===== src/rtl/eth_pkg.sv =====
`default_nettype none
// ============================================================================
//  Module      : eth_pkg
//  Description : Shared Ethernet framing constants, framer state encoding and
//                a byte-wide reflected CRC32 step function.
//  Revision    : 1.0 - initial release
// ============================================================================
package eth_pkg;

    typedef enum logic [3:0] {
        ST_IDLE     = 4'd0,
        ST_WAITDATA = 4'd1,
        ST_PREAMBLE = 4'd2,
        ST_SFD      = 4'd3,
        ST_HEADER   = 4'd4,
        ST_PAYLOAD  = 4'd5,
        ST_PAD      = 4'd6,
        ST_FCS      = 4'd7,
        ST_IFG      = 4'd8
    } state_e;

    localparam logic [7:0]  ETHPREAMBLE    = 8'h55;
    localparam logic [7:0]  ETHSFD         = 8'hD5;
    localparam logic [31:0] CRC32POLY      = 32'hEDB88320;
    localparam logic [31:0] CRC32INIT      = 32'hFFFFFFFF;
    localparam int          ETHPREAMBLELEN = 7;
    localparam int          ETHHEADLEN     = 14;
    localparam int          ETHMINPAYLOAD  = 46;
    localparam int          ETHFCSLEN      = 4;

    // One byte through the LSB-first CRC32 shift register.
    function automatic logic [31:0] crc32_next(input logic [31:0] crc, input logic [7:0] d);
        logic [31:0] c;
        c = crc ^ {24'h000000, d};
        for (int i = 0; i < 8; i++) begin
            c = c[0] ? ((c >> 1) ^ CRC32POLY) : (c >> 1);
        end
        return c;
    endfunction

endpackage
`default_nettype wire


===== src/rtl/eth_tx_framer_if.sv =====
`default_nettype none
// ============================================================================
//  Module      : eth_tx_framer_if
//  Description : Client handshake/payload bus and GMII transmit outputs of the
//                Ethernet transmit framer.
//                master : client side (drives request/dven/data/err/addresses)
//                slave  : framer side (drives ack, txd/txen/txer, busy)
//  Revision    : 1.0 - initial release
// ============================================================================
interface eth_tx_framer_if;
    logic        request;
    logic        ack;
    logic        dven;
    logic [7:0]  data;
    logic        err;
    logic [47:0] smac;
    logic [47:0] dmac;
    logic [15:0] ethertype;
    logic [7:0]  txd;
    logic        txen;
    logic        txer;
    logic        busy;

    modport master (
        output request, dven, data, err, smac, dmac, ethertype,
        input  ack, txd, txen, txer, busy
    );

    modport slave (
        input  request, dven, data, err, smac, dmac, ethertype,
        output ack, txd, txen, txer, busy
    );
endinterface
`default_nettype wire


===== src/rtl/crc32_d8.sv =====
`default_nettype none
// ============================================================================
//  Module      : crc32_d8
//  Description : Byte-serial Ethernet CRC32 accumulator (reflected, init all
//                ones, no output inversion - the caller sends ~crc_o).
//  Ports       : clk_i, reset_i (async, active high)
//                clear_i : reload initial value
//                en_i    : absorb d_i this cycle
//                d_i     : data byte
//                crc_o   : running CRC register
//  Revision    : 1.0 - initial release
// ============================================================================
module crc32_d8
    import eth_pkg::*;
(
    input  wire logic        clk_i,
    input  wire logic        reset_i,
    input  wire logic        clear_i,
    input  wire logic        en_i,
    input  wire logic [7:0]  d_i,
    output logic      [31:0] crc_o
);

    logic [31:0] crc_q;

    always_ff @(posedge clk_i or posedge reset_i) begin
        if (reset_i) begin
            crc_q <= CRC32INIT;
        end else if (clear_i) begin
            crc_q <= CRC32INIT;
        end else if (en_i) begin
            crc_q <= crc32_next(crc_q, d_i);
        end
    end

    assign crc_o = crc_q;

endmodule
`default_nettype wire


===== src/rtl/eth_tx_framer.sv =====
`default_nettype none
// ============================================================================
//  Module      : eth_tx_framer
//  Description : Ethernet transmit framer. Grants one client via request/ack,
//                buffers its payload in a small FIFO while preamble, SFD and
//                MAC header go out, then emits payload, zero pad to the
//                minimum length, CRC32 FCS and the inter-frame gap on GMII.
//  Ports       : clk_i, reset_i (async, active high)
//                bus (slave modport): request/ack, dven/data/err, smac/dmac/
//                ethertype in; txd/txen/txer GMII out; busy out
//  Revision    : 1.0 - initial release
// ============================================================================
module eth_tx_framer
    import eth_pkg::*;
#(
    parameter int FIFODEPTH  = 32,
    parameter int MAXPAYLOAD = 1500,
    parameter int MINPAYLOAD = ETHMINPAYLOAD,
    parameter int IFGLEN     = 12,
    parameter int TIMEOUT    = 255
) (
    input  wire logic        clk_i,
    input  wire logic        reset_i,
    eth_tx_framer_if.slave   bus
);

    localparam int              AW        = $clog2(FIFODEPTH);
    localparam logic [AW:0]     FULL_LVL  = (AW+1)'(FIFODEPTH);
    localparam logic [AW:0]     ONE_LVL   = (AW+1)'(1);
    localparam logic [10:0]     PAY_MAX   = 11'(MAXPAYLOAD);
    localparam logic [10:0]     PAY_MIN   = 11'(MINPAYLOAD);
    localparam logic [7:0]      TOUT_LAST = 8'(TIMEOUT - 1);
    localparam logic [7:0]      IFG_LAST  = 8'(IFGLEN - 1);
    localparam logic [7:0]      PRE_LAST  = 8'(ETHPREAMBLELEN - 1);
    localparam logic [7:0]      HDR_LAST  = 8'(ETHHEADLEN - 1);
    localparam logic [7:0]      FCS_LAST  = 8'(ETHFCSLEN - 1);

    state_e         state_q, state_d;
    logic [7:0]     step_q, step_d;
    logic [10:0]    pcnt_q, pcnt_d;
    logic [10:0]    pcnt_inc_w;
    logic [111:0]   hdr_q;
    logic           capt_q, done_q, ovf_q;
    logic [8:0]     mem_q [FIFODEPTH];
    logic [AW:0]    wptr_q, rptr_q;
    logic [AW:0]    level_w;
    logic           empty_w, full_w, want_push_w, push_w, pop_w, first_w;
    logic [8:0]     rdata_w;
    logic [7:0]     txd_d, txd_q;
    logic           txen_d, txen_q, txer_d, txer_q, ack_d, ack_q;
    logic           crc_clr_w, crc_en_w, hdr_shift_w;
    logic [31:0]    crc_w, crc_inv_w;

    // ------------------------------------------------------------------
    // Payload FIFO: {err,data} entries, pointers carry one wrap bit.
    // ------------------------------------------------------------------
    assign level_w     = wptr_q - rptr_q;
    assign empty_w     = (level_w == '0);
    assign full_w      = (level_w == FULL_LVL);
    assign first_w     = (state_q == ST_WAITDATA) && bus.dven;
    assign want_push_w = first_w || (capt_q && bus.dven);
    // A full FIFO drops the byte; the frame is then flagged via ovf_q.
    assign push_w      = want_push_w && !full_w;
    assign rdata_w     = mem_q[rptr_q[AW-1:0]];

    always_ff @(posedge clk_i) begin
        if (push_w) begin
            mem_q[wptr_q[AW-1:0]] <= {bus.err, bus.data};
        end
    end

    always_ff @(posedge clk_i or posedge reset_i) begin
        if (reset_i) begin
            wptr_q <= '0;
            rptr_q <= '0;
        end else begin
            if (push_w) wptr_q <= wptr_q + ONE_LVL;
            if (pop_w)  rptr_q <= rptr_q + ONE_LVL;
        end
    end

    // ------------------------------------------------------------------
    // Client capture: header latch, end-of-run detection, overflow flag.
    // ------------------------------------------------------------------
    always_ff @(posedge clk_i or posedge reset_i) begin
        if (reset_i) begin
            hdr_q  <= '0;
            capt_q <= 1'b0;
            done_q <= 1'b0;
            ovf_q  <= 1'b0;
        end else begin
            if (state_q == ST_IDLE && bus.request) begin
                capt_q <= 1'b0;
                done_q <= 1'b0;
                ovf_q  <= 1'b0;
            end
            if (first_w) begin
                hdr_q  <= {bus.dmac, bus.smac, bus.ethertype};
                capt_q <= 1'b1;
            end else if (hdr_shift_w) begin
                hdr_q  <= {hdr_q[103:0], 8'h00};
            end
            if (capt_q && !bus.dven) begin
                capt_q <= 1'b0;
                done_q <= 1'b1;
            end
            if (want_push_w && full_w) begin
                ovf_q  <= 1'b1;
            end
        end
    end

    // ------------------------------------------------------------------
    // CRC over header, payload and pad (exactly the bytes sent in those states).
    // ------------------------------------------------------------------
    crc32_d8 u_crc (
        .clk_i   (clk_i),
        .reset_i (reset_i),
        .clear_i (crc_clr_w),
        .en_i    (crc_en_w),
        .d_i     (txd_d),
        .crc_o   (crc_w)
    );

    assign crc_inv_w  = ~crc_w;
    assign pcnt_inc_w = (pcnt_q == 11'h7FF) ? pcnt_q : (pcnt_q + 11'd1);

    // ------------------------------------------------------------------
    // Framer FSM: state register
    // ------------------------------------------------------------------
    always_ff @(posedge clk_i or posedge reset_i) begin
        if (reset_i) begin
            state_q <= ST_IDLE;
            step_q  <= '0;
            pcnt_q  <= '0;
            txd_q   <= '0;
            txen_q  <= 1'b0;
            txer_q  <= 1'b0;
            ack_q   <= 1'b0;
        end else begin
            state_q <= state_d;
            step_q  <= step_d;
            pcnt_q  <= pcnt_d;
            txd_q   <= txd_d;
            txen_q  <= txen_d;
            txer_q  <= txer_d;
            ack_q   <= ack_d;
        end
    end

    // ------------------------------------------------------------------
    // Framer FSM: next state and the byte to register onto GMII
    // ------------------------------------------------------------------
    always_comb begin
        state_d     = state_q;
        step_d      = step_q + 8'd1;
        pcnt_d      = pcnt_q;
        txd_d       = 8'h00;
        txen_d      = 1'b0;
        txer_d      = 1'b0;
        ack_d       = 1'b0;
        pop_w       = 1'b0;
        crc_clr_w   = 1'b0;
        crc_en_w    = 1'b0;
        hdr_shift_w = 1'b0;

        case (state_q)
            ST_IDLE: begin
                step_d = '0;
                if (bus.request) begin
                    ack_d   = 1'b1;
                    state_d = ST_WAITDATA;
                end
            end
            ST_WAITDATA: begin
                if (bus.dven) begin
                    state_d = ST_PREAMBLE;
                    step_d  = '0;
                end else if (step_q == TOUT_LAST) begin
                    state_d = ST_IDLE;
                    step_d  = '0;
                end
            end
            ST_PREAMBLE: begin
                txd_d  = ETHPREAMBLE;
                txen_d = 1'b1;
                txer_d = ovf_q;
                if (step_q == PRE_LAST) begin
                    state_d = ST_SFD;
                    step_d  = '0;
                end
            end
            ST_SFD: begin
                txd_d     = ETHSFD;
                txen_d    = 1'b1;
                txer_d    = ovf_q;
                crc_clr_w = 1'b1;
                pcnt_d    = '0;
                state_d   = ST_HEADER;
                step_d    = '0;
            end
            ST_HEADER: begin
                txd_d       = hdr_q[111:104];
                txen_d      = 1'b1;
                txer_d      = ovf_q;
                crc_en_w    = 1'b1;
                hdr_shift_w = 1'b1;
                if (step_q == HDR_LAST) begin
                    state_d = ST_PAYLOAD;
                    step_d  = '0;
                end
            end
            ST_PAYLOAD: begin
                txen_d   = 1'b1;
                crc_en_w = 1'b1;
                pcnt_d   = pcnt_inc_w;
                if (!empty_w) begin
                    pop_w  = 1'b1;
                    txd_d  = rdata_w[7:0];
                    txer_d = rdata_w[8] | ovf_q | (pcnt_inc_w > PAY_MAX);
                    // Leave on the cycle the last buffered byte goes out so
                    // txen stays continuous into pad/FCS.
                    if (level_w == ONE_LVL && done_q) begin
                        state_d = (pcnt_inc_w < PAY_MIN) ? ST_PAD : ST_FCS;
                        step_d  = '0;
                    end
                end else begin
                    // Client underrun: fill with a flagged zero byte.
                    txd_d  = 8'h00;
                    txer_d = 1'b1;
                    if (done_q) begin
                        state_d = (pcnt_inc_w < PAY_MIN) ? ST_PAD : ST_FCS;
                        step_d  = '0;
                    end
                end
            end
            ST_PAD: begin
                txd_d    = 8'h00;
                txen_d   = 1'b1;
                txer_d   = ovf_q;
                crc_en_w = 1'b1;
                pcnt_d   = pcnt_inc_w;
                if (pcnt_inc_w >= PAY_MIN) begin
                    state_d = ST_FCS;
                    step_d  = '0;
                end
            end
            ST_FCS: begin
                txen_d = 1'b1;
                txer_d = ovf_q | (pcnt_q > PAY_MAX);
                case (step_q[1:0])
                    2'd0:    txd_d = crc_inv_w[7:0];
                    2'd1:    txd_d = crc_inv_w[15:8];
                    2'd2:    txd_d = crc_inv_w[23:16];
                    default: txd_d = crc_inv_w[31:24];
                endcase
                if (step_q == FCS_LAST) begin
                    state_d = ST_IFG;
                    step_d  = '0;
                end
            end
            ST_IFG: begin
                if (step_q == IFG_LAST) begin
                    state_d = ST_IDLE;
                    step_d  = '0;
                end
            end
            default: begin
                state_d = ST_IDLE;
                step_d  = '0;
            end
        endcase
    end

    assign bus.ack  = ack_q;
    assign bus.txd  = txd_q;
    assign bus.txen = txen_q;
    assign bus.txer = txer_q;
    assign bus.busy = (state_q != ST_IDLE);

endmodule
`default_nettype wire


===== src/flat_wrapper.sv =====
// flat-port wrapper written by rule: the top's interface ports become plain ports
module eth_tx_framer_flat import eth_pkg::*;
#(
    parameter int FIFODEPTH  = 32,
    parameter int MAXPAYLOAD = 1500,
    parameter int MINPAYLOAD = ETHMINPAYLOAD,
    parameter int IFGLEN     = 12,
    parameter int TIMEOUT    = 255
)
  (clk_i, reset_i, bus_request, bus_dven, bus_data, bus_err, bus_smac, bus_dmac, bus_ethertype, bus_ack, bus_txd, bus_txen, bus_txer, bus_busy);
  eth_tx_framer_if bus_i ();
  input  wire logic clk_i;
  input  wire logic reset_i;
  input wire logic [$bits(bus_i.request)-1:0] bus_request;
  input wire logic [$bits(bus_i.dven)-1:0] bus_dven;
  input wire logic [$bits(bus_i.data)-1:0] bus_data;
  input wire logic [$bits(bus_i.err)-1:0] bus_err;
  input wire logic [$bits(bus_i.smac)-1:0] bus_smac;
  input wire logic [$bits(bus_i.dmac)-1:0] bus_dmac;
  input wire logic [$bits(bus_i.ethertype)-1:0] bus_ethertype;
  output wire logic [$bits(bus_i.ack)-1:0] bus_ack;
  output wire logic [$bits(bus_i.txd)-1:0] bus_txd;
  output wire logic [$bits(bus_i.txen)-1:0] bus_txen;
  output wire logic [$bits(bus_i.txer)-1:0] bus_txer;
  output wire logic [$bits(bus_i.busy)-1:0] bus_busy;
  assign bus_i.request = bus_request;
  assign bus_i.dven = bus_dven;
  assign bus_i.data = bus_data;
  assign bus_i.err = bus_err;
  assign bus_i.smac = bus_smac;
  assign bus_i.dmac = bus_dmac;
  assign bus_i.ethertype = bus_ethertype;
  assign bus_ack = bus_i.ack;
  assign bus_txd = bus_i.txd;
  assign bus_txen = bus_i.txen;
  assign bus_txer = bus_i.txer;
  assign bus_busy = bus_i.busy;
  eth_tx_framer #(.FIFODEPTH(FIFODEPTH), .MAXPAYLOAD(MAXPAYLOAD), .MINPAYLOAD(MINPAYLOAD), .IFGLEN(IFGLEN), .TIMEOUT(TIMEOUT)) u_core (.clk_i(clk_i), .reset_i(reset_i), .bus(bus_i));
endmodule

===== config.mk =====
export PLATFORM = sky130hd
export DESIGN_NAME = eth_tx_framer_flat
export DESIGN_NICKNAME = d
export VERILOG_FILES = /design/src/rtl/eth_pkg.sv /design/src/rtl/eth_tx_framer_if.sv /design/src/rtl/crc32_d8.sv /design/src/rtl/eth_tx_framer.sv /design/src/flat_wrapper.sv
export SDC_FILE = /design/constraint.sdc
export NUM_CORES = 1
export LEC_CHECK = 0
export CORE_ASPECT_RATIO = 1.25
export CORE_MARGIN = 10
export CORE_UTILIZATION = 59
export CTS_CLUSTER_SIZE = 16
export DETAILED_ROUTE_END_ITERATION = 8
export PLACE_DENSITY = 0.87
export SLEW_MARGIN = 10
export SYNTH_ARGS = -nofsm -noshare
export SYNTH_HDL_FRONTEND = slang
export SYNTH_HIERARCHICAL = 1
export SYNTH_SLANG_ARGS = --single-unit

===== constraint.sdc =====
create_clock -name clk_i -period 6.9 [get_ports clk_i]
set_clock_uncertainty 0.2 [all_clocks]
set_input_delay 0.69 -clock clk_i [delete_from_list [all_inputs] [get_ports clk_i]]
set_output_delay 0.69 -clock clk_i [all_outputs]
set_load 0.05 [all_outputs]

Word level (Yosys, flattened, before mapping):

Memory sizes are Yosys's and may differ from the RTL's.
Index checks and enable logic that the tools add are counted.
W data, S select, Z words.

* logic and storage cells: 147
* flip-flop bits (word level): 193
* bits of input ports: 125
* output and inout bits: 12
* memories: 1
* RAM bits: 288

Memory list
* u_core.mem_q: depth 32, bits a word 9, read ports 1, clocked after Yosys merged registers in 0, wr ports 1, line eth_tx_framer.sv:44 `logic [8:0] mem_q [FIFODEPTH];`

* magnitude comparators: 4
* bitwise gates (word level): 13
* add/subtract/negate cells: 5
* multiplexer cells: 58
* equality and inequality tests: 27
* reductions and logical operators: 25

Operators by type and width (number)
* $mux W32: 10
* $mux W112: 2
* $not A13 Y14: 8
* $mux W8: 11
* $pmux W8 S7: 1
* $mux W4: 11
* $pmux W8 S5: 1
* $pmux W4 S9: 1
* $not A32 Y32: 1
* $xor A32 B8 Y32: 1
* $pmux W8 S3: 1
* $gt A11 B11 Y1 const B: 2
* $pmux W11 S2: 1
* $mux W1: 17
* $eq A4 B3 Y1 const B: 4
* $eq A8 B4 Y1 const B: 2
* $add A6 B1 Y6 const B: 2
* $add A11 B1 Y11 const B: 1
* $eq A11 B11 Y1 const B: 1
* $ge A11 B6 Y1 const B: 1
* $lt A11 B6 Y1 const B: 1
* $mux W11: 1
* $ne A2 B1 Y1 const B: 5
* $reduce_bool A2 Y1: 5
* 31 further kinds: 41

Depth between registers and ports, before layout:

Gate-level depths: netlist of the first run.

* depth in word-level cells: 23
* gate-level depth with buffers: 15

Hierarchy:

Netlist of the first run, hierarchy kept.

By module, submodules not included
* eth_tx_framer: area each 19341.0 µm², times used 1, seq. area each 12677.2 µm², cells each 1440
* crc32_d8: area each 2265.9 µm², times used 1, seq. area each 840.8 µm², cells each 173

Worst setup path after synthesis of the first run:

No wires, ideal clock.

* path type: reg-to-reg
* start: register u_core.rptr_q[1]
* end: register u_core.u_crc.crc_q[17] (netlist: u_core/u_crc/crc_o[17])
* period minus slack after synthesis: 4.666 ns
* path slack: 2.234 ns
* buffers on the path: 2
* data arrival time: 4.389 ns
* stages on the path, launching flop included: 16
* cell sequence: dfrtp_1 > clkbuf_1 > clkbuf_1 > inv_1 > fa_1 > a21o_1 > a21oi_1 > xnor2_1 > nor4_1 > nand3_1 > nand3_1 > o21ai_0 > xnor2_4 > xnor3_1 > xnor3_1 > a21bo_2

* elaborated cells between the ends (all ways): 20

RTL lines
* start: declaration: line eth_tx_framer.sv:45 `logic [AW:0] wptr_q, rptr_q;`
* start signal: assignment: line eth_tx_framer.sv:78 `if (pop_w) rptr_q <= rptr_q + ONE_LVL;`
* $sub A6 B6 Y6: line eth_tx_framer.sv:57 `assign level_w = wptr_q - rptr_q;`
* $logic_not A6 Y1: line eth_tx_framer.sv:58 `assign empty_w = (level_w == '0);`
* $mux W8 *: line eth_tx_framer.sv:217 `if (!empty_w) begin`
* $pmux W8 S5 *: line eth_tx_framer.sv:167 `case (state_q)`
* named net u_core.txd_d[1]: line eth_tx_framer.sv:49 `logic [7:0] txd_d, txd_q;`
* $xor A32 B8 Y32 *: line eth_pkg.sv:34 `c = crc ^ {24'h000000, d};`
* $mux W32 * (3 in a row): line eth_pkg.sv:36 `c = c[0] ? ((c >> 1) ^ CRC32POLY) : (c >> 1);`
* $not A13 Y14 (no line)
* $mux W32 *: line eth_pkg.sv:36
* $not A13 Y14 (no line)
* $mux W32 *: line eth_pkg.sv:36
* $not A13 Y14 (no line)
* $mux W32 * (3 in a row): line eth_pkg.sv:36
* $mux W32 *: line crc32_d8.sv:31 `end else if (en_i) begin`
* $mux W32 *: line crc32_d8.sv:29 `end else if (clear_i) begin`
* end signal: assignment: line crc32_d8.sv:32 `crc_q <= crc32_next(crc_q, d_i);`
* end: declaration: line crc32_d8.sv:24 `logic [31:0] crc_q;`

The timed path passes the listed nets; every way through them passes the cells marked *. The select of a mux whose other input is x is not followed.
A chain may end at the register's enable or synchronous reset.

Worst setup path after layout of the first run:

* start: register u_core.rptr_q[0]
* end: register u_core.u_crc.crc_q[17] (netlist: u_core/u_crc/crc_o[17])

Same word-level chain as after synthesis.

==> results.json, run 1 <==
{
  "synth.net_count": 1755,
  "hpwlAfterDp_um": 33880,
  "seq_area_frac_synth_pct": 62.56,
  "hp-class": "flip-flop to flip-flop",
  "synth_edf_count": 288,
  "ys.flop_type": "edfxtp_1",
  "wl_per_cell_um": 24.51,
  "hold_viol_final": 0,
  "critPathKind": "flip-flop to flip-flop",
  "cts.sinks": 481,
  "cts-buffers-inserted": 46,
  "fmax_ghz": 0.1899,
  "rsz0062_at_grt": "false",
  "power.leakage_nw": 9.423,
  "layout-drive-gt1-share_pct": 13.65,
  "setup_viol_count_final": 0,
  "h-tree-depth": 2,
  "worst_slew_pin_slew_ps": 1192,
  "first_iter_violations": 1638,
  "grt_pass1_wl_um": 84320,
  "wl_met3_um": 4667,
  "min_period_ps": 5267,
  "worstHoldEndpoint": "u_core/ovf_q",
  "final_area_um2": 24860,
  "wl_met1_um": 19820,
  "placementRows": 78,
  "reg2reg_from": "u_core/rptr_q[0]",
  "yosysUniqueCellTypes": 74,
  "post_cts_resized": 0,
  "path_clk_slew_ps": 60,
  "met2RoutedLength_um": 28140,
  "antenna_found_initial": 0,
  "cts_hold_buf": 0,
  "start_util_pct": 59.68,
  "avgSynthCellArea_um2": 13.40,
  "overflow": 0,
  "r2r-end": "u_core/u_crc/crc_o[17]",
  "gp_congestion": 0.8878,
  "syn_area_um2": 21610,
  "drc_errors": 0,
  "drv_slew": 0,
  "ys_seq_elements": 481,
  "rr_worst_depth": 14,
  "top_layer": "met4",
  "crit_arrival_ps": 5560,
  "placed_area_um2": 23280,
  "hold_depth": 2,
  "die_h_um": 234.0,
  "max_cap_violations": 0,
  "diodes": 0,
  "post_cts_buffers": 0,
  "final_common_cell": "edfxtp_1",
  "cts_tree": "done",
  "wl_um": 54510,
  "grt.total_usage_pct": 24.26,
  "die_w_um": 191.2,
  "power_density_nw_per_um2": 510.4,
  "timing.hold.ws_ps": 310.0,
  "outcome": "complete, no violations",
  "fin_util_pct": 68.66,
  "cp_max_fo": 33,
  "syn_to_final_growth_pct": 15.05,
  "io_pins": 137,
  "synth_top_area_share_pct": 40.03,
  "dieArea_um2": 44720,
  "first_global_vias": 14390,
  "vias": 14180,
  "num-nets-final": 1848,
  "slew_headroom_pct": 20.29,
  "start_kind": "flip-flop",
  "netlist_top_cells_area": "edfxtp_1 (40%), dfrtp_1 (19%), mux4_2 (9.4%)",
  "rrSetupSlack_ps": 1630,
  "most-common-layout-cells": "edfxtp_1 (288), nand2_1 (267), dfrtp_1 (159), nor2_1 (138), clkdlybuf4s50_1 (132)",
  "vdd_drop_max_mv": 0.3853,
  "crit_required_ps": 7190,
  "hp-start": "u_core/ovf_q",
  "core-area_um2": 36210,
  "power.total_mw": 12.69,
  "synth_top_cell_by_area": "edfxtp_1",
  "synth_warnings": 6,
  "synth_cells": 1613,
  "fillers": 2295,
  "vias_per_cell": 6.375,
  "synthArstFlopShare_pct": 40.12,
  "root_buffer": "clkbuf_16",
  "end_kind": "flip-flop",
  "portBuffers": 136,
  "min_period_over_period_pct": 76.33,
  "max-clock-path-buffers": 3,
  "tns_ps": 0,
  "drt_pre_antenna_iters": 7,
  "postRouteAntennaNets": 0,
  "grt_max_degree": 121,
  "clk_latency_ps": 560
}
-- logic make-up (layout without fill, tap and decap cells) --
kind of cell,count (synthesis),in the layout,share of synthesized area (%)
buffers and inverters,129,260,2.357
XOR/XNOR,87,87,5.414
flip-flops,481,481,62.56
AND/OR/NAND/NOR,544,544,10.97
AO/OA/AOI/OAI,253,253,7.713
adder cells (fa/ha/maj),17,17,1.019
multiplexers,102,102,9.966
-- worst max-delay path, stage by stage, from the launching register on --
cell,delay (ps)
dfrtp_4,840
ha_1,290
inv_1,60
fa_1,410
a21o_1,180
a21oi_1,160
xnor2_1,90
nor4_1,470
nand3_1,170
nand3_1,310
o21ai_0,350
xnor2_4,560
xnor3_1,500
xnor3_1,370
a21bo_2,220
-- layer usage --
| metal | GRT usage, % | vias to the layer above |
|---|---|---|
| li1 | - | 6159 |
| met1 | 30.21 | 7057 |
| met2 | 41.95 | 811 |
| met3 | 4.518 | 151 |
| met4 | 8.362 | 0 |
| met5 | 0 | - |
-- where the power goes --
part           total, mW  switching (mW)  internal [mW]  leakage (nW)
Combinational       5.77            2.93           2.84          3.74
Clock               2.64            1.08           1.57         0.775
Sequential          4.28           0.533           3.75          4.90
Total               12.7            4.53           8.15          9.42
-- registers in the layout (all words and copies together) (netlist names) --
name and count:
u_core/ovf_q 1, u_core/capt_q 1, u_core/bus.txen 1, u_core/wptr_q 6, u_core/bus.ack 1, u_core/step_q 8
u_core/hdr_q 112, u_core/bus.txd 8, u_core/bus.txer 1, u_core/u_crc/crc_o 32, u_core/done_q 1, u_core/rptr_q 6
u_core/pcnt_q 11, u_core/state_q 4, u_core/mem_q 288
-- synthesized netlist by cell type (all sizes together) (3+ instances only) --
library cell  number
clkbuf            79
a311oi             3
and3              31
o31ai              3
o311a              3
nor3b              3
a32oi              3
mux2i             10
a21bo              4
a41oi              3
mux4              90
nand4             14
nand2            269
or3                3
xnor2             47
edfxtp           288
dfrtp            161
nor3              18
a22oi              4
nand3             20
nor2             139
dfstp             32
xor2              19
a21oi             33
inv               27
nand2b             5
xnor3             19
o311ai             6
nor4               5
a211o             16
ha                16
o21ai             37
buf               23
o22ai             12
a31oi            110
nor2b             25
-- per-stage QoR --
stage	setup slack, ps	std cells
3_3_place_gp	1861	2138
4_1_cts	1633	2224
2_1_floorplan	1662	1613
3_5_place_dp	1667	2138
6_report	1633	2224
5_1_grt	1371	2224
-- how the worst max path moves through the flow --
stage / end / depth (start not counted) / slack [ps] / startpoint
after CTS: u_core/u_crc/crc_o[26] / 9 / 1630 / u_core/rptr_q[0]
after global placement: u_core/u_crc/crc_o[17] / 9 / 1860 / u_core/rptr_q[0]
after detailed placement: u_core/u_crc/crc_o[17] / 14 / 1670 / u_core/rptr_q[0]
after global routing: u_core/u_crc/crc_o[26] / 9 / 1370 / u_core/rptr_q[0]
after floorplan: u_core/bus.ack / 1 / 1660 / reset_i
final: u_core/u_crc/crc_o[17] / 14 / 1630 / u_core/rptr_q[0]
-- final cells by class --
type	instances	area [um2]	share of cell area, %
sequential	481	13520	54.40
tap	480	600.6	2.416
clock inverter	24	281.5	1.132
inverter	27	106.4	0.4278
multi-input combinational	1003	7609	30.61
clock buffer	62	1315	5.290
timing repair buffer	147	1424	5.728
Power figures use the tool's default switching activity.
==> run 2: changes to the inputs <==
clock period = 5 ns   (was 6.9 ns; I/O delays follow)
==> run 2 against run 1 <==
Compared with the run above: die area did not move; total power increased by 37%; cell count rose by 0.22%; combinational power is 39% higher; register-to-register slack worse by 1400 ps; clock power up 35%; setup slack worse by 1400 ps; first-iteration DRC count is 6.8% lower; fmax grew 10%; clock-buffer cell count fell by 3; sequential share of layout area is 0.11 points lower; critical path depth increased by 3.
==> results.json, run 2 (same netlist as run 1, synthesis figures left out) <==
{
  "core-area_um2": 36210,
  "cts-buffers-inserted": 46,
  "critPathKind": "flip-flop to flip-flop",
  "slew_headroom_pct": 20.22,
  "drv_slew": 0,
  "h-tree-depth": 2,
  "power_density_nw_per_um2": 698.4,
  "start_kind": "flip-flop",
  "max-clock-path-buffers": 3,
  "power.total_mw": 17.40,
  "path_clk_slew_ps": 70,
  "placed_cells": 2143,
  "fmax_ghz": 0.2093,
  "die_w_um": 191.2,
  "most-common-layout-cells": "edfxtp_1 (288), nand2_1 (267), dfrtp_1 (159), nor2_1 (138), clkdlybuf4s50_1 (131)",
  "die_h_um": 234.0,
  "grt_max_degree": 137,
  "power.leakage_nw": 9.447,
  "drt_pre_antenna_iters": 6,
  "dieArea_um2": 44720,
  "setup_viol_count_final": 0,
  "wl_per_cell_um": 23.07,
  "grt_pass1_wl_um": 80560,
  "post_cts_resized": 0,
  "gp_congestion": 0.9177,
  "cts.sinks": 481,
  "start_util_pct": 59.68,
  "overflow": 0,
  "syn_to_final_growth_pct": 15.28,
  "final_common_cell": "edfxtp_1",
  "fin_util_pct": 68.79,
  "layout-drive-gt1-share_pct": 13.96,
  "hpwlAfterDp_um": 32320,
  "root_buffer": "clkbuf_16",
  "io_pins": 137,
  "antenna_found_initial": 2,
  "largest_reg_flops": 288,
  "max_cap_violations": 0,
  "timing.final.ws_setup_ps": 222.4,
  "end_kind": "flip-flop",
  "vdd_drop_max_mv": 0.5016,
  "cp_max_fo": 8,
  "outcome": "complete, no violations",
  "first_global_vias": 14000,
  "cts_tree": "done",
  "postRouteAntennaNets": 0,
  "clk_latency_ps": 570,
  "crit_required_ps": 5300,
  "grt.total_usage_pct": 23.00,
  "wl_um": 51430,
  "portBuffers": 136,
  "min_period_over_period_pct": 95.55,
  "min_period_ps": 4778,
  "instances_no_fill": 2229,
  "crit_start": "u_core/wptr_q[0]",
  "drc_errors": 0,
  "first_iter_violations": 1526,
  "tns_ps": 0,
  "vias": 13930,
  "hold_viol_final": 0,
  "num-nets-final": 1856,
  "worst_slew_pin_slew_ps": 1193,
  "crit_arrival_ps": 5070,
  "rsz0062_at_grt": "false",
  "reg2reg_from": "u_core/wptr_q[0]",
  "vias_per_cell": 6.249,
  "hp-class": "input port to asynchronous set/reset pin",
  "place_ws_ps": 303.5,
  "placementRows": 78
}
==> run 2: metal layers <==
| metal | GRT usage [%] | routed length [um] |
|---|---|---|
| met1 | 29.46 | 19880 |
| met2 | 39.32 | 26130 |
| met3 | 3.850 | 3848 |
| met4 | 7.702 | 1554 |
| met5 | 0 | 13 |
==> run 2: cell type report <==
class                   count  area (um2)
clock buffers              59        1230
flip-flops and latches    481       13520
multi-input cells        1003        7604
well taps                 480       600.6
clock inverters            23       314.1
inverters                  27       105.1
repair buffers            155        1529
diodes                      1       2.502
fillers                  2312       11300
==> run 2: repair_timing <==
| item | in CTS | in global routing |
|---|---|---|
| hold buffers | 0 | 0 |
| setup endpoints to repair | 0 | 1 |
| setup buffers | 0 | 3 |
==> run 2: worst paths after layout <==
| path | to | depth (start not counted) | slack, ps |
|---|---|---|---|
| max | u_core/u_crc/crc_o[8] | 17 | 220 |
| min | u_core/hdr_q[107] | 2 | 180 |
| max reg2reg | u_core/u_crc/crc_o[8] | 17 | 220 |
| min reg2reg | u_core/rptr_q[5] | 1 | 290 |
| max in group asynchronous | u_core/hdr_q[72] | 3 | 3290 |
| min in group clk_i | u_core/mem_q[26][4] | 1 | 270 |
==> run 2: stage by stage <==
| step | hold slack [ps] | instance area (um2) |
|---|---|---|
| after floorplan | 249.6 | 21610 |
| after global placement | 281.2 | 23350 |
| after detailed placement | 285.8 | 23350 |
| after CTS | 169.8 | 24900 |
| after global routing | 213.8 | 24910 |
| final | 176.1 | 24910 |
==> run 2: report_power, final <==
part	internal (mW)	leakage, nW	switching, mW
combinational	4.00	3.79	4.05
clock	2.06	0.748	1.50
sequential	5.17	4.90	0.629
==> run 2: critical path, stage by stage, from the launching register on <==
cell and delay [ps]:
dfrtp_1 430, inv_1 160, ha_1 180, inv_1 60, fa_1 390, a21o_1 190, a21oi_1 200, xnor2_1 100
nor4_1 430, nand3_1 200, nand3_1 300, o21ai_0 310, xnor2_4 240, buf_12 170, buf_4 160, xnor2_1 510
xnor2_1 140, a211o_1 310
==> run 3: changes to the inputs <==
ABC_AREA = 1   (was not set)
CORE_MARGIN = 5   (was 10)
CORE_UTILIZATION = 60   (was 59)
PLACE_DENSITY = 0.88   (was 0.87)
==> run 3 against run 2 <==
Compared with the run above: non-clock buffer count increased by 28; critical endpoint is now u_core/u_crc/crc_o[25]; routed wire length is 17% higher; first-iteration DRC count rose by 49%; sequential share of layout area shrank 1.2 points; flip-flop and latch count did not move; utilization up 1.3 points; global-route usage up 6.1 points; total power decreased by 15%.
==> results.json, run 3 <==
{
  "outcome": "complete, no violations",
  "root_buffer": "clkbuf_16",
  "min_period_ps": 4234,
  "largest_reg_flops": 288,
  "postRouteAntennaNets": 0,
  "post_cts_resized": 0,
  "synth_edf_count": 288,
  "gp_congestion": 0.9616,
  "cts-buffers-inserted": 46,
  "syn_area_um2": 22000,
  "first_global_vias": 17340,
  "drt_pre_antenna_iters": 6,
  "ys.flop_type": "edfxtp_1",
  "cp_max_fo": 54,
  "crit_arrival_ps": 4530,
  "overflow": 0,
  "cts_hold_buf": 0,
  "grt_pass1_wl_um": 94780,
  "wl_um": 60010,
  "end_kind": "flip-flop",
  "portBuffers": 136,
  "vias": 17360,
  "max-clock-path-buffers": 3,
  "start_kind": "flip-flop",
  "most-common-layout-cells": "nand2_1 (560), edfxtp_1 (288), inv_1 (223), dfrtp_1 (159), a21oi_1 (136)",
  "core-area_um2": 36300,
  "vdd_drop_max_mv": 0.4056,
  "final_area_um2": 25460,
  "dieArea_um2": 40620,
  "drv_slew": 0,
  "vias_per_cell": 6.134,
  "placed_cells": 2744,
  "first_iter_violations": 2269,
  "io_pins": 137,
  "hp-class": "input port to flip-flop",
  "hold_viol_final": 0,
  "post_cts_buffers": 0,
  "synth_cells": 2183,
  "multi_input_area_um2": 7111,
  "die_w_um": 181.3,
  "slew_headroom_pct": 15.42,
  "drc_errors": 0,
  "max_cap_violations": 0,
  "fmax_ghz": 0.2362,
  "tns_ps": 0,
  "placed_area_um2": 23880,
  "fillers": 2436,
  "instances_no_fill": 2831,
  "synth_top_area_share_pct": 39.31,
  "grt_max_degree": 162,
  "netlist_top_cells_area": "edfxtp_1 (39%), dfrtp_1 (18%), nand2_1 (9.6%)",
  "crit_required_ps": 5290,
  "synth_warnings": 6,
  "start_util_pct": 60.60,
  "clk_latency_ps": 570,
  "synth.net_count": 2325,
  "worst_slew_pin_slew_ps": 1265,
  "setup_viol_count_final": 0,
  "synthArstFlopShare_pct": 40.12,
  "cts.sinks": 481,
  "power.leakage_nw": 10.33,
  "synth_top_cell_by_area": "edfxtp_1",
  "grt.total_usage_pct": 29.10,
  "num-nets-final": 2454,
  "rsz0062_at_grt": "false",
  "final_common_cell": "nand2_1",
  "die_h_um": 224.1,
  "synth.most_common_cell": "nand2_1",
  "placementRows": 78,
  "layout-drive-gt1-share_pct": 9.532,
  "antenna_found_initial": 1,
  "power_density_nw_per_um2": 577.6,
  "synthTopCellsByCount": "nand2_1 (560), edfxtp_1 (288), inv_1 (225)",
  "min_period_over_period_pct": 84.69,
  "yosysUniqueCellTypes": 57,
  "register_area_um2": 13520,
  "ys_seq_elements": 481,
  "wl_per_cell_um": 21.20,
  "cts_tree": "done",
  "seq_area_frac_synth_pct": 61.44,
  "critPathKind": "flip-flop to flip-flop",
  "syn_to_final_growth_pct": 15.70,
  "avgSynthCellArea_um2": 10.08,
  "hpwlAfterDp_um": 38210,
  "h-tree-depth": 2,
  "path_clk_slew_ps": 70
}
## run 3: changes by cell type in the layout (fill, tap and decap cells not counted), moves of 25 or more
cell      before  now
nand2_1      267  560
o21ai_0       35   79
nand3_1       20  103
and3_1        31    0
a21oi_1       32  136
a31oi_1      110    1
nor2b_1       25    0
xnor2_1       37    8
a22oi_1        4   33
o211ai_1       0   37
buf_4         15   44
mux4_2        90    0
inv_1         24  223
o221ai_1       1   72
## run 3: final timing paths
path	start	end	slack (ps)	depth (start not counted)
worst max-delay path	u_core/rptr_q[0]	u_core/u_crc/crc_o[25]	770	21
worst min-delay path	bus_data[1]	u_core/mem_q[16][1]	290	1
worst max register to register	u_core/rptr_q[0]	u_core/u_crc/crc_o[25]	770	21
worst min register to register	u_core/hdr_q[14]	u_core/hdr_q[14]	290	2
max in group asynchronous	reset_i	u_core/rptr_q[0]	3530	3
min in group asynchronous	reset_i	u_core/step_q[0]	330	3
## run 3: metal layers
| layer | wire length (um) | up-vias | track usage, % |
|---|---|---|---|
| li1 | - | 7723 | - |
| met1 | 21440 | 8345 | 37.22 |
| met5 | 0 | - | 0 |
| met4 | 3088 | 0 | 13.20 |
| met2 | 30030 | 1056 | 48.57 |
| met3 | 5452 | 240 | 5.685 |
## run 3: power by group
part	switching [mW]	total [mW]	internal, mW	leakage [nW]
combinational	3.74	5.59	1.85	4.61
clock	1.54	3.64	2.11	0.762
sequential	0.439	5.47	5.03	4.96
total	5.72	14.7	8.99	10.3
## run 3: cell type report
| type | count | area share [%] |
|---|---|---|
| Antenna cell | 1 | 0.009830 |
| Clock buffer | 52 | 4.694 |
| Clock inverter | 34 | 1.538 |
| Inverter | 237 | 3.524 |
| Multi-Input combinational cell | 1363 | 27.93 |
| Sequential cell | 481 | 53.12 |
| Tap cell | 480 | 2.359 |
| Timing Repair Buffer | 183 | 6.822 |
## run 3: kinds of logic (layout without fill, tap and decap cells)
family / Yosys count / count (layout) / share of synthesized area (%)
and+or+nand+nor: 856 / 856 / 16.23
xor gates and xnor gates: 51 / 51 / 2.184
DFF: 481 / 481 / 61.44
AOI/OAI and AO/OA: 439 / 439 / 12.88
buffers and inverters: 339 / 506 / 6.267
other: 0 / 1 / 0
adders and majority gates: 17 / 17 / 1.001
## run 3: worst max-delay path: stages (launching register included)
cell     delay, ps
dfrtp_4        440
buf_4          440
buf_4          580
a21oi_1        180
a22oi_1        210
nand2_1         90
nand3_1        130
nand3_1        150
o21ai_1        290
nand2_1        120
nand2_1        170
inv_1          100
nand2_1        120
nand2_4        120
nand2_4        100
nand3_1        110
nand2_2        160
inv_2           60
nand2_1         70
nand3_1         80
o21ai_1        130
inv_1           70
## run 3: per-stage QoR
step	worst slack (ps)	util (%)	hold slack, ps	power, mW
floorplan	1406	-	249.5	9.345
global placement	1053	65.78	264.2	10.69
detailed placement	889.8	65.78	270.3	10.90
CTS	836.8	70.15	290.8	14.62
global route	338.6	70.12	308.8	15.52
finish	765.7	70.12	290.3	14.70
